<file path="src/rtl/mm_result_writer_pkg.sv">
// Shared parameters for the Montgomery-multiplier result writer: top-FSM state codes,
// defaults, destination-mask bit positions and the state-to-mask decode.
package mm_result_writer_pkg;

    localparam int unsigned WORD_W         = 32;
    localparam int unsigned NUM_WORDS_DEF  = 16;
    localparam int unsigned SKID_DEPTH_DEF = 4;

    // Top-FSM state codes; 3'd6 and 3'd7 are unused
    localparam logic [2:0] ENTER1 = 3'd0;
    localparam logic [2:0] ENTER2 = 3'd1;
    localparam logic [2:0] SS_MM  = 3'd2;
    localparam logic [2:0] CS_MM  = 3'd3;
    localparam logic [2:0] CS_PR  = 3'd4;
    localparam logic [2:0] EXIT   = 3'd5;

    localparam int unsigned MASK_SS0   = 0;
    localparam int unsigned MASK_SS1   = 1;
    localparam int unsigned MASK_SS2   = 2;
    localparam int unsigned MASK_CS    = 3;
    localparam int unsigned MASK_CS_PR = 4;
    localparam int unsigned MASK_SS_PR = 5;
    localparam int unsigned MASK_OUT   = 6;
    localparam int unsigned NUM_DEST   = 7;

    typedef logic [NUM_DEST-1:0] dest_mask_t;

    typedef enum logic [1:0] {WrIdle, WrCollect, WrDrain} wr_state_e;

    function automatic dest_mask_t dest_mask(input logic [2:0] code);
        dest_mask_t m;
        m = '0;
        case (code)
            ENTER1: begin
                m[MASK_SS0] = 1'b1;
                m[MASK_SS1] = 1'b1;
                m[MASK_SS2] = 1'b1;
            end
            ENTER2: m[MASK_CS] = 1'b1;
            SS_MM: begin
                m[MASK_SS0]   = 1'b1;
                m[MASK_SS1]   = 1'b1;
                m[MASK_SS2]   = 1'b1;
                m[MASK_SS_PR] = 1'b1;
            end
            CS_MM: begin
                m[MASK_CS]    = 1'b1;
                m[MASK_CS_PR] = 1'b1;
            end
            CS_PR:   m[MASK_CS]  = 1'b1;
            EXIT:    m[MASK_OUT] = 1'b1;
            default: m = '0;
        endcase
        return m;
    endfunction

endpackage

</file>
<file path="src/rtl/mm_result_writer_if.sv">
// Destination-FIFO write bus of the result writer: per-FIFO full flags in, write
// strobes and the shared write word out.
interface mm_result_writer_if;
    import mm_result_writer_pkg::*;

    logic              SS0_full, SS1_full, SS2_full, CS_full, CS_PR_full, SS_PR_full, OUT_full;
    logic              WR_SS0_EN, WR_SS1_EN, WR_SS2_EN, WR_CS_EN, WR_CS_PR_EN, WR_SS_PR_EN;
    logic              WR_OUT_EN;
    logic [WORD_W-1:0] wr_data;

    modport master (
        input  SS0_full, SS1_full, SS2_full, CS_full, CS_PR_full, SS_PR_full, OUT_full,
        output WR_SS0_EN, WR_SS1_EN, WR_SS2_EN, WR_CS_EN, WR_CS_PR_EN, WR_SS_PR_EN, WR_OUT_EN,
        output wr_data
    );

    modport slave (
        output SS0_full, SS1_full, SS2_full, CS_full, CS_PR_full, SS_PR_full, OUT_full,
        input  WR_SS0_EN, WR_SS1_EN, WR_SS2_EN, WR_CS_EN, WR_CS_PR_EN, WR_SS_PR_EN, WR_OUT_EN,
        input  wr_data
    );

endinterface

</file>
<file path="src/rtl/mm_wr_skid.sv">
// Result holding buffer: synchronous FIFO with flush; a push into a full buffer without a
// concurrent pop is dropped. DEPTH must be a power of two so the pointers wrap naturally.
module mm_wr_skid #(
    parameter int unsigned DEPTH = 4,
    parameter int unsigned WIDTH = 32
) (
    input  logic             clk,
    input  logic             rstn,
    input  logic             flush,
    input  logic             push,
    input  logic [WIDTH-1:0] push_data,
    input  logic             pop,
    output logic [WIDTH-1:0] pop_data,
    output logic             full,
    output logic             empty
);

    localparam int unsigned PTR_W = $clog2(DEPTH);
    localparam int unsigned CNT_W = $clog2(DEPTH + 1);

    logic [PTR_W-1:0] wr_ptr_q, rd_ptr_q;
    logic [CNT_W-1:0] count_q;
    logic [WIDTH-1:0] mem_q [DEPTH];
    logic             do_push, do_pop;

    assign full     = (count_q == CNT_W'(DEPTH));
    assign empty    = (count_q == '0);
    assign do_pop   = pop && !empty;
    assign do_push  = push && (!full || do_pop);
    assign pop_data = mem_q[rd_ptr_q];

    always_ff @(posedge clk or negedge rstn) begin
        if (!rstn) begin
            wr_ptr_q <= '0;
            rd_ptr_q <= '0;
            count_q  <= '0;
        end else if (flush) begin
            wr_ptr_q <= '0;
            rd_ptr_q <= '0;
            count_q  <= '0;
        end else begin
            if (do_push) wr_ptr_q <= wr_ptr_q + PTR_W'(1);
            if (do_pop)  rd_ptr_q <= rd_ptr_q + PTR_W'(1);
            if (do_push && !do_pop)      count_q <= count_q + CNT_W'(1);
            else if (do_pop && !do_push) count_q <= count_q - CNT_W'(1);
        end
    end

    always_ff @(posedge clk) begin
        if (do_push && !flush) mem_q[wr_ptr_q] <= push_data;
    end

endmodule

</file>
<file path="src/rtl/mm_result_writer.sv">
// Routes Montgomery-multiplier result words to the destination FIFOs selected by the top
// FSM state. Define MM_WR_OVF_CHK_EN to enable the sticky skid-overflow flag.
module mm_result_writer
    import mm_result_writer_pkg::*;
#(
    parameter int unsigned NUM_WORDS  = NUM_WORDS_DEF,
    parameter int unsigned SKID_DEPTH = SKID_DEPTH_DEF
) (
    input  logic                      clk,
    input  logic                      rstn,
    input  logic [2:0]                state,
    input  logic                      mm_start,
    input  logic                      res_valid,
    input  logic [WORD_W-1:0]         res_data,
    mm_result_writer_if.master        wr_bus,
    output logic                      busy,
    output logic                      mm_done,
    output logic                      ovf
);

    localparam int unsigned CNT_W = $clog2(NUM_WORDS + 1);

    wr_state_e         st_q, st_d;
    dest_mask_t        mask_q, full_vec, wr_en_q;
    logic [CNT_W-1:0]  acc_cnt_q, wr_cnt_q;
    logic [WORD_W-1:0] wr_data_q, wdata, skid_pop_data;
    logic              mm_done_q, done_now;
    logic              accept, mask_full, can_wr, bypass, write;
    logic              skid_push, skid_pop, skid_full, skid_empty;

    always_comb begin
        full_vec             = '0;
        full_vec[MASK_SS0]   = wr_bus.SS0_full;
        full_vec[MASK_SS1]   = wr_bus.SS1_full;
        full_vec[MASK_SS2]   = wr_bus.SS2_full;
        full_vec[MASK_CS]    = wr_bus.CS_full;
        full_vec[MASK_CS_PR] = wr_bus.CS_PR_full;
        full_vec[MASK_SS_PR] = wr_bus.SS_PR_full;
        full_vec[MASK_OUT]   = wr_bus.OUT_full;
    end

    always_ff @(posedge clk or negedge rstn) begin
        if (!rstn) st_q <= WrIdle;
        else       st_q <= st_d;
    end

    always_comb begin
        st_d = st_q;
        unique case (st_q)
            WrIdle:    if (mm_start) st_d = WrCollect;
            WrCollect: begin
                if (mm_start) st_d = WrCollect;
                else if (accept && acc_cnt_q == CNT_W'(NUM_WORDS - 1)) st_d = WrDrain;
            end
            WrDrain: begin
                if (mm_start) st_d = WrCollect;
                else if (wr_cnt_q == CNT_W'(NUM_WORDS)) st_d = WrIdle;
            end
            default: st_d = WrIdle;
        endcase
    end

    // An incoming word bypasses an empty skid straight into the output register
    always_comb begin
        busy      = (st_q != WrIdle);
        accept    = (st_q == WrCollect) && res_valid && !mm_start;
        mask_full = |(mask_q & full_vec);
        can_wr    = busy && !mm_start && !mask_full;
        bypass    = can_wr && skid_empty && accept;
        skid_pop  = can_wr && !skid_empty;
        write     = skid_pop || bypass;
        wdata     = skid_empty ? res_data : skid_pop_data;
        skid_push = accept && !bypass && (!skid_full || skid_pop);
        done_now  = !mm_start && (st_q == WrDrain) && (wr_cnt_q == CNT_W'(NUM_WORDS));
    end

    always_ff @(posedge clk or negedge rstn) begin
        if (!rstn) begin
            mask_q    <= '0;
            acc_cnt_q <= '0;
            wr_cnt_q  <= '0;
            wr_en_q   <= '0;
            wr_data_q <= '0;
            mm_done_q <= 1'b0;
        end else begin
            wr_en_q   <= write ? mask_q : '0;
            wr_data_q <= (write && |mask_q) ? wdata : '0;
            mm_done_q <= done_now;
            if (mm_start) begin
                mask_q    <= dest_mask(state);
                acc_cnt_q <= '0;
                wr_cnt_q  <= '0;
            end else begin
                if (accept) acc_cnt_q <= acc_cnt_q + CNT_W'(1);
                if (write)  wr_cnt_q  <= wr_cnt_q + CNT_W'(1);
            end
        end
    end

    mm_wr_skid #(
        .DEPTH (SKID_DEPTH),
        .WIDTH (WORD_W)
    ) u_skid (
        .clk       (clk),
        .rstn      (rstn),
        .flush     (mm_start),
        .push      (skid_push),
        .push_data (res_data),
        .pop       (skid_pop),
        .pop_data  (skid_pop_data),
        .full      (skid_full),
        .empty     (skid_empty)
    );

`ifdef MM_WR_OVF_CHK_EN
    logic ovf_q;
    always_ff @(posedge clk or negedge rstn) begin
        if (!rstn)                                      ovf_q <= 1'b0;
        else if (mm_start)                              ovf_q <= 1'b0;
        else if (accept && !bypass && skid_full && !skid_pop) ovf_q <= 1'b1;
    end
    assign ovf = ovf_q;
`else
    assign ovf = 1'b0;
`endif

    assign mm_done            = mm_done_q;
    assign wr_bus.wr_data     = wr_data_q;
    assign wr_bus.WR_SS0_EN   = wr_en_q[MASK_SS0];
    assign wr_bus.WR_SS1_EN   = wr_en_q[MASK_SS1];
    assign wr_bus.WR_SS2_EN   = wr_en_q[MASK_SS2];
    assign wr_bus.WR_CS_EN    = wr_en_q[MASK_CS];
    assign wr_bus.WR_CS_PR_EN = wr_en_q[MASK_CS_PR];
    assign wr_bus.WR_SS_PR_EN = wr_en_q[MASK_SS_PR];
    assign wr_bus.WR_OUT_EN   = wr_en_q[MASK_OUT];

endmodule

</file>
<file path="src/flat_wrapper.sv">
// flat-port wrapper written by rule: the top's interface ports become plain ports
module mm_result_writer_flat import mm_result_writer_pkg::*;
#(
    parameter int unsigned NUM_WORDS  = NUM_WORDS_DEF,
    parameter int unsigned SKID_DEPTH = SKID_DEPTH_DEF
)
  (clk, rstn, state, mm_start, res_valid, res_data, busy, mm_done, ovf, wr_bus_SS0_full, wr_bus_SS1_full, wr_bus_SS2_full, wr_bus_CS_full, wr_bus_CS_PR_full, wr_bus_SS_PR_full, wr_bus_OUT_full, wr_bus_WR_SS0_EN, wr_bus_WR_SS1_EN, wr_bus_WR_SS2_EN, wr_bus_WR_CS_EN, wr_bus_WR_CS_PR_EN, wr_bus_WR_SS_PR_EN, wr_bus_WR_OUT_EN, wr_bus_wr_data);
  mm_result_writer_if wr_bus_i ();
  input  logic clk;
  input  logic rstn;
  input  logic [2:0] state;
  input  logic mm_start;
  input  logic res_valid;
  input  logic [WORD_W-1:0] res_data;
  output logic busy;
  output logic mm_done;
  output logic ovf;
  input wire logic [$bits(wr_bus_i.SS0_full)-1:0] wr_bus_SS0_full;
  input wire logic [$bits(wr_bus_i.SS1_full)-1:0] wr_bus_SS1_full;
  input wire logic [$bits(wr_bus_i.SS2_full)-1:0] wr_bus_SS2_full;
  input wire logic [$bits(wr_bus_i.CS_full)-1:0] wr_bus_CS_full;
  input wire logic [$bits(wr_bus_i.CS_PR_full)-1:0] wr_bus_CS_PR_full;
  input wire logic [$bits(wr_bus_i.SS_PR_full)-1:0] wr_bus_SS_PR_full;
  input wire logic [$bits(wr_bus_i.OUT_full)-1:0] wr_bus_OUT_full;
  output wire logic [$bits(wr_bus_i.WR_SS0_EN)-1:0] wr_bus_WR_SS0_EN;
  output wire logic [$bits(wr_bus_i.WR_SS1_EN)-1:0] wr_bus_WR_SS1_EN;
  output wire logic [$bits(wr_bus_i.WR_SS2_EN)-1:0] wr_bus_WR_SS2_EN;
  output wire logic [$bits(wr_bus_i.WR_CS_EN)-1:0] wr_bus_WR_CS_EN;
  output wire logic [$bits(wr_bus_i.WR_CS_PR_EN)-1:0] wr_bus_WR_CS_PR_EN;
  output wire logic [$bits(wr_bus_i.WR_SS_PR_EN)-1:0] wr_bus_WR_SS_PR_EN;
  output wire logic [$bits(wr_bus_i.WR_OUT_EN)-1:0] wr_bus_WR_OUT_EN;
  output wire logic [$bits(wr_bus_i.wr_data)-1:0] wr_bus_wr_data;
  assign wr_bus_i.SS0_full = wr_bus_SS0_full;
  assign wr_bus_i.SS1_full = wr_bus_SS1_full;
  assign wr_bus_i.SS2_full = wr_bus_SS2_full;
  assign wr_bus_i.CS_full = wr_bus_CS_full;
  assign wr_bus_i.CS_PR_full = wr_bus_CS_PR_full;
  assign wr_bus_i.SS_PR_full = wr_bus_SS_PR_full;
  assign wr_bus_i.OUT_full = wr_bus_OUT_full;
  assign wr_bus_WR_SS0_EN = wr_bus_i.WR_SS0_EN;
  assign wr_bus_WR_SS1_EN = wr_bus_i.WR_SS1_EN;
  assign wr_bus_WR_SS2_EN = wr_bus_i.WR_SS2_EN;
  assign wr_bus_WR_CS_EN = wr_bus_i.WR_CS_EN;
  assign wr_bus_WR_CS_PR_EN = wr_bus_i.WR_CS_PR_EN;
  assign wr_bus_WR_SS_PR_EN = wr_bus_i.WR_SS_PR_EN;
  assign wr_bus_WR_OUT_EN = wr_bus_i.WR_OUT_EN;
  assign wr_bus_wr_data = wr_bus_i.wr_data;
  mm_result_writer #(.NUM_WORDS(NUM_WORDS), .SKID_DEPTH(SKID_DEPTH)) u_core (.clk(clk), .rstn(rstn), .state(state), .mm_start(mm_start), .res_valid(res_valid), .res_data(res_data), .wr_bus(wr_bus_i), .busy(busy), .mm_done(mm_done), .ovf(ovf));
endmodule
</file>
<file path="config.mk">
export PLATFORM = sky130hd
export DESIGN_NAME = mm_result_writer_flat
export DESIGN_NICKNAME = d
export VERILOG_FILES = /design/src/rtl/mm_result_writer_pkg.sv /design/src/rtl/mm_result_writer_if.sv /design/src/rtl/mm_wr_skid.sv /design/src/rtl/mm_result_writer.sv /design/src/flat_wrapper.sv
export SDC_FILE = /design/constraint.sdc
export NUM_CORES = 1
export LEC_CHECK = 0
export CAP_MARGIN = 0
export CORE_MARGIN = 4
export CORE_UTILIZATION = 60
export CTS_CLUSTER_SIZE = 14
export DETAILED_ROUTE_END_ITERATION = 7
export GPL_TIMING_DRIVEN = 0
export MAX_ROUTING_LAYER = met4
export PLACE_DENSITY_LB_ADDON = 0.12
export SYNTH_ARGS = -nofsm -noshare
export SYNTH_HDL_FRONTEND = slang
export SYNTH_SLANG_ARGS = --single-unit
</file>
<file path="constraint.sdc">
create_clock -name clk -period 7.4 [get_ports clk]
set_input_delay 1.11 -clock clk [delete_from_list [all_inputs] [get_ports clk]]
set_output_delay 1.11 -clock clk [all_outputs]
set_load 0.005 [all_outputs]
</file>
=== After elaboration in Yosys (flattened, before gate mapping) ===
Memory sizes are Yosys's and may differ from the RTL's.
Cells that the tools add are included.

* $add $sub $neg: 6
* Multiply operators: 0
* Divide/modulo/power cells: 0
* Order comparisons: 0
* Equality and inequality tests: 13
* Shift-type cells: 0
* Mux-type cells: 27
* Bitwise logic cells: 1
* Reduce and logical (&&, ||, !) cells: 42

{| class="wikitable"
|+ Operator list
! kind !! number
|-
| $mux 32 || 2
|-
| $mux 5 || 4
|-
| $logic_and 1x1->1 || 18
|-
| $mux 2 || 9
|-
| $reduce_or 7->1 || 2
|-
| $mux 3 || 4
|-
| $add 5x1->5 const B || 2
|-
| $reduce_bool 2->1 || 5
|-
| $eq 3x3->1 const B || 3
|-
| $and 7x7->7 || 1
|-
| $logic_not 1->1 || 7
|-
| $mux 7 || 1
|-
| $eq 3x2->1 const B || 2
|-
| $logic_not 3->1 || 2
|-
| $mux 1 || 6
|-
| $ne 3x2->1 const B || 2
|-
| $pmux 2 s3 || 1
|-
| $eq 5x4->1 const B || 1
|-
| $eq 5x5->1 const B || 1
|-
| $add 2x1->2 const B || 2
|-
| $add 3x1->3 const B || 1
|-
| $eq 3x1->1 const B || 1
|-
| $logic_or 1x1->1 || 3
|-
| $reduce_and 3->1 || 1
|-
| other kinds (8) || 8
|}

* Flip-flop bits (word level): 66
* Bits in latches: 0
* Memory bits (writable): 128
* ROM bits: 0
* Input bits: 46
* Output and inout port bits: 42
* Word-level logic and storage cells: 100
* Memories kept: 1

{| class="wikitable"
|+ Memory list
! memory !! words !! width !! read ports !! clocked after memory_dff !! wr ports !! RTL line !! source
|-
| u_core.u_skid.mem_q || 4 || 32 || 1 || 0 || 1 || mm_wr_skid.sv:23 || <nowiki>logic [WIDTH-1:0] mem_q [DEPTH];</nowiki>
|}

=== Logic depth before layout (Yosys ltp) ===
Gate-level depths: netlist of the first run.

* Depth after elaboration: 15
* Gate-level depth with buffers: 9
* Depth with buffers taken out: 8

=== Hierarchy ===
A second synthesis of the first run with hierarchy kept.

* Cell total of the unflattened synthesis: 433
* Area total of the unflattened synthesis: 7561.0 µm²

{| class="wikitable"
|+ By module, submodules not included
! module !! instances !! cells each !! area an instance (µm²) !! seq. area each (µm²)
|-
| mm_wr_skid || 1 || 216 || 5084.9 || 4018.9
|-
| mm_result_writer || 1 || 217 || 2476.1 || 1376.3
|}

=== Worst setup path after synthesis of the first run ===
Ideal clock, no wire load.

* Path type: input to register
* Start: in wr_bus_SS0_full
* End: mem u_core.u_skid.mem_q[0][0] (enable)
* Data arrival time: 3.225 ns
* Data required time: 6.979 ns
* Setup slack: 3.754 ns
* Stages: 5
* Buffers on the path: 0
* Path through: o31ai_1 -> nand2_1 -> o21ai_0 -> a21oi_1 -> nor2_1

* Longest elaborated chain between the ends: 13
* Elaborated cells between the ends (all ways): 17
* Classes of those cells: 2 x mux; 1 x bitwise; 14 x reduce/logical

{| class="wikitable"
|+ Ends and longest elaborated chain
! item !! RTL line !! source
|-
| from (decl) || flat_wrapper.sv:18 || <nowiki>input wire logic [$bits(wr_bus_i.SS0_full)-1:0] wr_bus_SS0_full;</nowiki>
|-
| $and 7x7->7 (*) || mm_result_writer.sv:67 || <nowiki>mask_full = |(mask_q & full_vec);</nowiki>
|-
| $reduce_or 7->1 (*) || mm_result_writer.sv:67 ||
|-
| $logic_not 1->1 (*) || mm_result_writer.sv:68 || <nowiki>can_wr = busy && !mm_start && !mask_full;</nowiki>
|-
| $logic_and 1x1->1 (*) || mm_result_writer.sv:68 ||
|-
| $logic_and 1x1->1 (2 in a row) || mm_result_writer.sv:69 || <nowiki>bypass = can_wr && skid_empty && accept;</nowiki>
|-
| $logic_not 1->1 || mm_result_writer.sv:73 || <nowiki>skid_push = accept && !bypass && (!skid_full || skid_pop);</nowiki>
|-
| $logic_and 1x1->1 (2 in a row) || mm_result_writer.sv:73 ||
|-
| $logic_and 1x1->1 (*) || mm_wr_skid.sv:29 || <nowiki>assign do_push = push && (!full || do_pop);</nowiki>
|-
| $logic_and 1x1->1 (*) || mm_wr_skid.sv:50 || <nowiki>if (do_push && !flush) mem_q[wr_ptr_q] <= push_data;</nowiki>
|-
| $mux 1 (*) || mm_wr_skid.sv:50 ||
|-
| $mux 1 (not written as such) (*) || mm_wr_skid.sv:50 ||
|-
| to (decl) || mm_wr_skid.sv:23 ||
|}

Mark *: on every way between the ends. The rest lies on a longest branch, timed or not.

=== Final worst setup path of the first run ===
* Start: in wr_bus_SS0_full
* End: mem u_core.u_skid.mem_q[2][20] (enable)

The elaborated chain is that of the path after synthesis.

==> reports/metrics.sh, run 1 <==
RELSLEWSLACK_PCT=44.3
YOSYSWARNINGS=0
P_LEAK_nW=3.47
CRIT_PATH_START_KIND='input port'
YS_DOMINANT_REG_CELL='edfxtp_1'
POST_ROUTE_CELLS_DRIVE_ABOVE_1_SHARE_PCT=21.1
NETLIST_AREA_UM2=7720
SWITCHING_SHARE_PCT=27.6
PATH_CLASS='in2reg'
FMAXACHIEVABLE_MHz=298
INTERNAL-POWER_mW=2.04
CLOCK_SKEW_PS=6.17
YOSYS.CELL_TYPES.COUNT=47
DRTANTENNAVIOLNETS=0
SYNTH-EDFF-COUNT=128
WORST_IR_DROP_VDD_uV=218
FRACTION_OF_REGISTERS_WITH_ASYNC_SET_RESET_PCT=32.6
CLKLATENCYLATEPIN_PS=420
PLACEMENT_ROWS=41
CTS-ROOT-BUF='clkbuf_16'
DRT-INITIAL-DRC-COUNT=417
FILLERINSTANCES=785
WORST_SLACK_PS=4040
POWER_FRAC_SEQ_PCT=44.6
WORSTHOLDPATHTYPE='reg2reg'
GLOBALROUTE.TOTALOVERFLOW=0
DETAILROUTE.VIA_COUNT=4465
POST-SYNTH-TOP-AREA-FRACTION_PCT=49.8
ROUTE.DETAILED.WL_PER_INST_UM=19.9
YOSYSTOPAREACELL='edfxtp_1'
DETAILEDPLACE.WORSTSLACK_PS=3620
FINALSETUPVIOLATIONS=0
FINALCOREUTILIZATION_PCT=75.7
FINAL_DESIGN_AREA_NO_FILL_UM2=9550
CTS_TREE='built'
DIE-WIDTH_UM=121
MAPPEDNETLISTNETS=544
DRC_VIOLATION_COUNT_AFTER_ROUTING=0
TIMING.SETUP.TNS_PS=0
POWER.COMBINATIONAL.FRACTION_PCT=22.0
PLACE.DETAILED.HPWL_UM=9800
TOT_GR_TRACK_USE_PCT=23.7
PLACE_AREA_UM2=8930
TIMING.FINAL.MAX_SLEW_VIOLATIONS=0
FIRST_PASS_ITERS=4
ANTENNA_FOUND_INITIAL=0
TRITONCTS_SINKS=190
SYNTH.YOSYS.SEQ_AREA_SHARE_PCT=69.9
FINAL.MIN_CLOCK_PERIOD_PS=3360
SYN-MEAN-INSTANCE-AREA_UM2=15.8
WORSTMARGINPINSLEW_PS=836
CLOCK_TREE.HTREE_LEVEL_COUNT=4
GRT_FIRST_PASS_WIRELENGTH_UM=25000
SYNTHTOLAYOUTAREAGROWTH_PCT=23.6
FLOORPLAN.DIE.HEIGHT_UM=121
WORSTPATHREQUIRED_PS=7580
NUMCTSBUFFERS=17
CTS-RESIZED-GATES=0
CTSLONGESTPATHBUFFERS=2
POST_SYNTH_INST_COUNT=489
DIE_AREA_UM2=14800
WORST_PATH_MAXIMUM_FANOUT=17
DETAIL_ROUTE.VIAS_PER_CELL=5.70
REPORT.POWER.TOTAL_mW=2.81
P_SW_mW=0.774
FINALNONFILLERCELLS=783
POST-PLACE-CELLS=751
FLOPS_LATCHES_SYNTH=190
RSZ0062_AT_GRT='false'
CTS.REPORTEDPATHS.CLKPINSLEW_PS=70
CAP_VIOLATIONS=0
CTSHOLDBUFFERS=0
NETS=653
ANTENNA_CELLS=0
GPL.FINAL_WEIGHTED_CONGESTION=0.808
NUMPORTBUFFERS=86
POSTCTSSETUPREPAIRBUFS=0
WORST-ENDPOINT-ARRIVAL_PS=3540
GRT_MAX_DEGREE=63
POWER_FRAC_CLOCK_PCT=33.4
CORE_AREA_UM2=12600
POWER_PER_CELL_AREA_nW_PER_UM2=294
SYNTH.TOP_CELLS.BY_AREA='edfxtp_1, dfrtp_1, mux4_2'
FINAL.HOLD.WORST_SLACK_PS=524
ENDPOINT_KIND='flip-flop'
FINAL_HOLD_VIOL_COUNT=0
WL_UM=15600
IO_PINS=88
FIN_CRIT_SH_PCT=45.4
RUN_STATUS='finished clean'
FIRST_GLOBAL_VIAS=4697
INITIAL_CORE_UTIL_PCT=61.2
final timing paths:
check	endpoint	depth (start not counted)	slack (ps)	start
setup / recovery	u_core.u_skid.mem_q[2][20]	8	4040	wr_bus_SS0_full
hold / removal	u_core.acc_cnt_q[4]	2	520	u_core.acc_cnt_q[4]
setup reg to reg	u_core.u_skid.mem_q[2][20]	7	4800	u_core.mask_q[3]
hold reg to reg	u_core.acc_cnt_q[4]	2	520	u_core.acc_cnt_q[4]
max in group asynchronous	u_core.wr_bus.wr_data[15]	1	6080	rstn
min in group asynchronous	u_core.wr_cnt_q[1]	1	770	rstn
cells in the mapped netlist (7+ instances only):
library cell and count:
nand2b_1 7, a21oi_1 10, xnor2_1 7, a21oi_2 31
dfrtp_1 62, mux4_2 32, edfxtp_1 128, inv_1 10
ha_1 8, nor2_1 25, nand2_1 81, clkbuf_1 13
cells by family after synthesis:
logic type,after synthesis,share of synthesized area (%)
buf+inv,37,2.43
xor+xnor,10,1.13
flops,190,69.9
mux,42,10.7
simple gates,149,9.14
compound gates,51,5.15
fa+ha+maj,9,1.56
other cells,1,0.0486
flip-flops by register name, indices dropped and copies added, names as in the netlist:
signal and count:
u_core.mm_done 1, u_core.acc_cnt_q 5, u_core.wr_en_q 5, u_core.u_skid.wr_ptr_q 2, u_core.u_skid.count_q 3, u_core.wr_cnt_q 5, u_core.wr_bus.wr_data 32, u_core.u_skid.mem_q 128
u_core.mask_q 5, u_core.u_skid.rd_ptr_q 2, u_core.st_q 2
power by group through the flow:
stage	combinational [mW]	sequential [mW]	clock, mW
5_1_grt	0.678	1.26	1.00
6_report	0.618	1.25	0.940
3_3_place_gp	0.584	1.27	0
2_1_floorplan	0.387	1.27	0
4_1_cts	0.626	1.25	0.950
3_5_place_dp	0.616	1.27	0
cell type report:
| type | count | area (um2) | share of cell area [%] |
|---|---|---|---|
| clock inverters | 11 | 136 | 1.43 |
| inverters | 10 | 37.5 | 0.393 |
| multi-input cells | 262 | 2170 | 22.7 |
| plain buffers | 27 | 150 | 1.57 |
| clock buffers | 21 | 482 | 5.05 |
| well taps | 172 | 215 | 2.25 |
| flip-flops and latches | 190 | 5400 | 56.5 |
| repair buffers | 90 | 961 | 10.1 |
layer usage:
metal  track usage, %  wire (um)
met1             30.0       6440
met2             38.1       7990
met3             5.50        865
met4             8.26        299
met5                -          0
cells in the final DEF, fill, tap and decap left out, types with 3 or more instances in the layout:
| cell | synthesis | final |
|---|---|---|
| xor2_1 | 3 | 3 |
| o21ai_0 | 3 | 3 |
| buf_16 | 0 | 3 |
| buf_6 | 4 | 4 |
| nand4_1 | 4 | 4 |
| edfxtp_1 | 128 | 128 |
| clkdlybuf4s50_1 | 0 | 85 |
| buf_2 | 6 | 6 |
| dfrtp_1 | 62 | 62 |
| and3_1 | 3 | 3 |
| xnor2_1 | 7 | 7 |
| clkbuf_16 | 0 | 18 |
| nor2_4 | 1 | 5 |
| mux4_2 | 32 | 32 |
| nand2_1 | 81 | 81 |
| mux2i_1 | 6 | 6 |
| nand3_1 | 4 | 4 |
| and2_1 | 4 | 4 |
| nand2b_1 | 7 | 7 |
| nor3_1 | 5 | 5 |
| mux2_2 | 4 | 4 |
| bufinv_16 | 0 | 3 |
| clkinv_2 | 0 | 6 |
| a21oi_2 | 31 | 31 |
| nor4_1 | 3 | 3 |
| a21oi_1 | 10 | 10 |
| inv_1 | 10 | 10 |
| buf_4 | 3 | 4 |
| ha_1 | 8 | 8 |
| clkbuf_1 | 13 | 14 |
| nor2_1 | 25 | 21 |
critical path: stages:
cell             delay [ps]
clkdlybuf4s50_1         410
o31ai_1                 310
and2_1                  180
buf_2                   170
nand3_1                  90
a21oi_1                 680
nor2_4                  300
buf_16                  260
Power figures use the tool's default switching activity.
==> run 2: changes to the inputs <==
--- a/config.mk
+++ b/config.mk
@@ -7,7 +7,7 @@
 export LEC_CHECK = 0
 export CAP_MARGIN = 0
 export CORE_MARGIN = 4
-export CORE_UTILIZATION = 60
+export CORE_UTILIZATION = 56
 export CTS_CLUSTER_SIZE = 14
 export DETAILED_ROUTE_END_ITERATION = 7
 export GPL_TIMING_DRIVEN = 0
==> constraint.sdc (replaced) <==
create_clock -name clk -period 3.5 [get_ports clk]
set_input_delay 0.525 -clock clk [delete_from_list [all_inputs] [get_ports clk]]
set_output_delay 0.525 -clock clk [all_outputs]
set_load 0.005 [all_outputs]
==> run 2 against run 1 <==
Die area up 6.7%. Largest cell class unchanged. Clock power up 87%. Sequential power up 110%. Setup slack worse by 3300 ps. Critical path depth down 1. Global-route usage down 2.9 points. Design area down 1.1%. Sequential cell count unchanged. Worst hold slack worse by 310 ps. Non-clock buffer count unchanged. Cell count up 0.51%. Clock skew up 3.6 ps.
==> reports/metrics.sh, run 2 (same netlist as run 1, synthesis figures left out) <==
NETS=653  # unchanged
GLOBALROUTE.TOTALOVERFLOW=0  # unchanged
RELSLEWSLACK_PCT=44.3  # about the same
POSTCTSSETUPREPAIRBUFS=0  # unchanged
CRIT_PATH_START_KIND='input port'
NUMPORTBUFFERS=86  # unchanged
NUMCTSBUFFERS=17  # unchanged
WORST_IR_DROP_VDD_uV=435  # +100%
CTSHOLDBUFFERS=0  # unchanged
CLOCK_TREE.HTREE_LEVEL_COUNT=4  # unchanged
TIMING.SETUP.TNS_PS=0  # unchanged
WORST_PATH_MAXIMUM_FANOUT=21  # +4
CTS-ROOT-BUF='clkbuf_16'
CTSLONGESTPATHBUFFERS=2  # unchanged
FINALNONFILLERCELLS=787  # +0.51%
WL_UM=14900  # -4.7%
R2R_START='u_core.mask_q[3]'
DRT-INITIAL-DRC-COUNT=370  # -11%
LARGEST-REGISTER='u_core.u_skid.mem_q'
ROUTE.DETAILED.WL_PER_INST_UM=18.9  # -5.2%
TRITONCTS_SINKS=190  # unchanged
FIRST_PASS_ITERS=4  # unchanged
COMMONEST_NON_FILL_NON_TAP_CELL_IN_THE_LAYOUT='edfxtp_1'
IO_PINS=88  # unchanged
RSZ0062_AT_GRT='false'
FIN_CRIT_SH_PCT=77.9
CAP_VIOLATIONS=0  # unchanged
ANTENNA_CELLS=0  # unchanged
CLOCK_SKEW_PS=9.75  # +3.59 ps
CORE_AREA_UM2=13400  # +6.2%
ANTENNA_FOUND_INITIAL=0  # unchanged
WORSTMARGINPINSLEW_PS=836  # +0.124 ps
POWER_PER_CELL_AREA_nW_PER_UM2=603  # +100%
DETAILEDPLACE.WORSTSLACK_PS=387  # -3230 ps
FLOORPLAN.DIE.HEIGHT_UM=125  # +3.3%
DIE-WIDTH_UM=125  # +3.3%
LARGEST_REGISTER_FF_COUNT=128  # unchanged
TOT_GR_TRACK_USE_PCT=20.8  # -2.9 points
ENDPOINT_KIND='flip-flop'
FMAXACHIEVABLE_MHz=367
FINAL_HOLD_VIOL_COUNT=0  # unchanged
WORSTPATHREQUIRED_PS=3670  # -3910 ps
FINALCOREUTILIZATION_PCT=70.5  # -5.2 points
GRT_MAX_DEGREE=63  # unchanged
DIE_AREA_UM2=15700  # +6.7%
SETUP.REG_TO_REG.WORST_SLACK_PS=960  # -3840 ps
FINALSETUPVIOLATIONS=0  # unchanged
WORSTSETUPSTARTPOINT='mm_start'
FINAL.MIN_CLOCK_PERIOD_PS=2730
WORST_SLACK_PS=772  # -3270 ps
PLACEMENT_ROWS=42  # +2.4%
CTS_TREE='built'
POST_ROUTE_CELLS_DRIVE_ABOVE_1_SHARE_PCT=19.6  # -1.5 points
RUN_STATUS='finished clean'
LAYOUT_COMMON_CELLS='edfxtp_1, clkdlybuf4s50_1, nand2_1'
FINAL.HOLD.WORST_SLACK_PS=213  # -311 ps
CTS-RESIZED-GATES=0  # unchanged
FIRST_GLOBAL_VIAS=4601  # -2.0%
DRC_VIOLATION_COUNT_AFTER_ROUTING=0  # unchanged
WORSTHOLDPATHTYPE='in2async'
GRT_FIRST_PASS_WIRELENGTH_UM=24500  # -2.1%
INITIAL_CORE_UTIL_PCT=57.6  # -3.6 points
PLACE.DETAILED.HPWL_UM=9520  # -2.9%
DRTANTENNAVIOLNETS=0  # unchanged
SYNTHTOLAYOUTAREAGROWTH_PCT=22.2
WORST-ENDPOINT-ARRIVAL_PS=2900  # -640 ps
DETAILROUTE.VIA_COUNT=4384  # -1.8%
PATH_CLASS='in2reg'
GPL.FINAL_WEIGHTED_CONGESTION=0.859  # +6.3%
TIMING.FINAL.MAX_SLEW_VIOLATIONS=0  # unchanged
POST-PLACE-CELLS=755  # +0.53%
CTS.REPORTEDPATHS.CLKPINSLEW_PS=60  # about the same
P_LEAK_nW=3.41  # -1.8%
DETAIL_ROUTE.VIAS_PER_CELL=5.57  # -2.3%
CLKLATENCYLATEPIN_PS=430  # about the same
==> run 2: changes by cell type in the layout (fill, tap and decap cells not counted), sizes merged <==
| cell | before | now |
|---|---|---|
| bufinv | 3 | 1 |
| clkinvlp | 1 | 0 |
| clkbuf | 34 | 37 |
==> run 2: worst max-delay path: stages <==
cell	delay, ps
clkdlybuf4s50_1	520
a21oi_2	240
and3_1	300
nand3_1	120
a21oi_1	680
nor2_4	250
buf_12	240
==> run 2: final cells by class <==
type	count	area (um2)
inverters	10	37.5
well taps	176	220
multi-input cells	262	2170
fillers	917	3960
plain buffers	27	150
clock buffers	24	462
repair buffers	90	938
flip-flops and latches	190	5400
clock inverters	8	67.6
==> run 2: per-layer routing <==
layer  routed length (um)  GRT usage (%)  up-vias
met5                    0              -        -
met4                  338           8.29        0
met3                  726           4.86       25
met2                 7450           32.4      116
met1                 6360           26.8     2229
li1                     -              -     2014
==> run 2: path summary, 6_finish.rpt <==
check                      cells after the start                         end
setup reg to reg                               7  u_core.u_skid.mem_q[3][14]
hold / removal                                 1          u_core.wr_cnt_q[1]
hold reg to reg                                2         u_core.acc_cnt_q[4]
max in group asynchronous                      1   u_core.wr_bus.wr_data[21]
setup / recovery                               7  u_core.u_skid.mem_q[3][14]
min in group clk                               2         u_core.acc_cnt_q[4]
==> run 2: through the flow <==
step	cell area (um2)	power (mW)
final	9440	5.69
after global routing	9440	5.96
after CTS	9440	5.74
after detailed placement	8910	3.99
after global placement	8800	3.94
after floorplan	7720	3.50
==> run 2: where the power goes <==
part	internal, mW	switching [mW]	total, mW	leakage, nW
logic	0.520	0.769	1.29	1.15
clock network	0.991	0.767	1.76	0.256
registers	2.58	0.0660	2.64	2.00
total	4.09	1.60	5.69	3.41
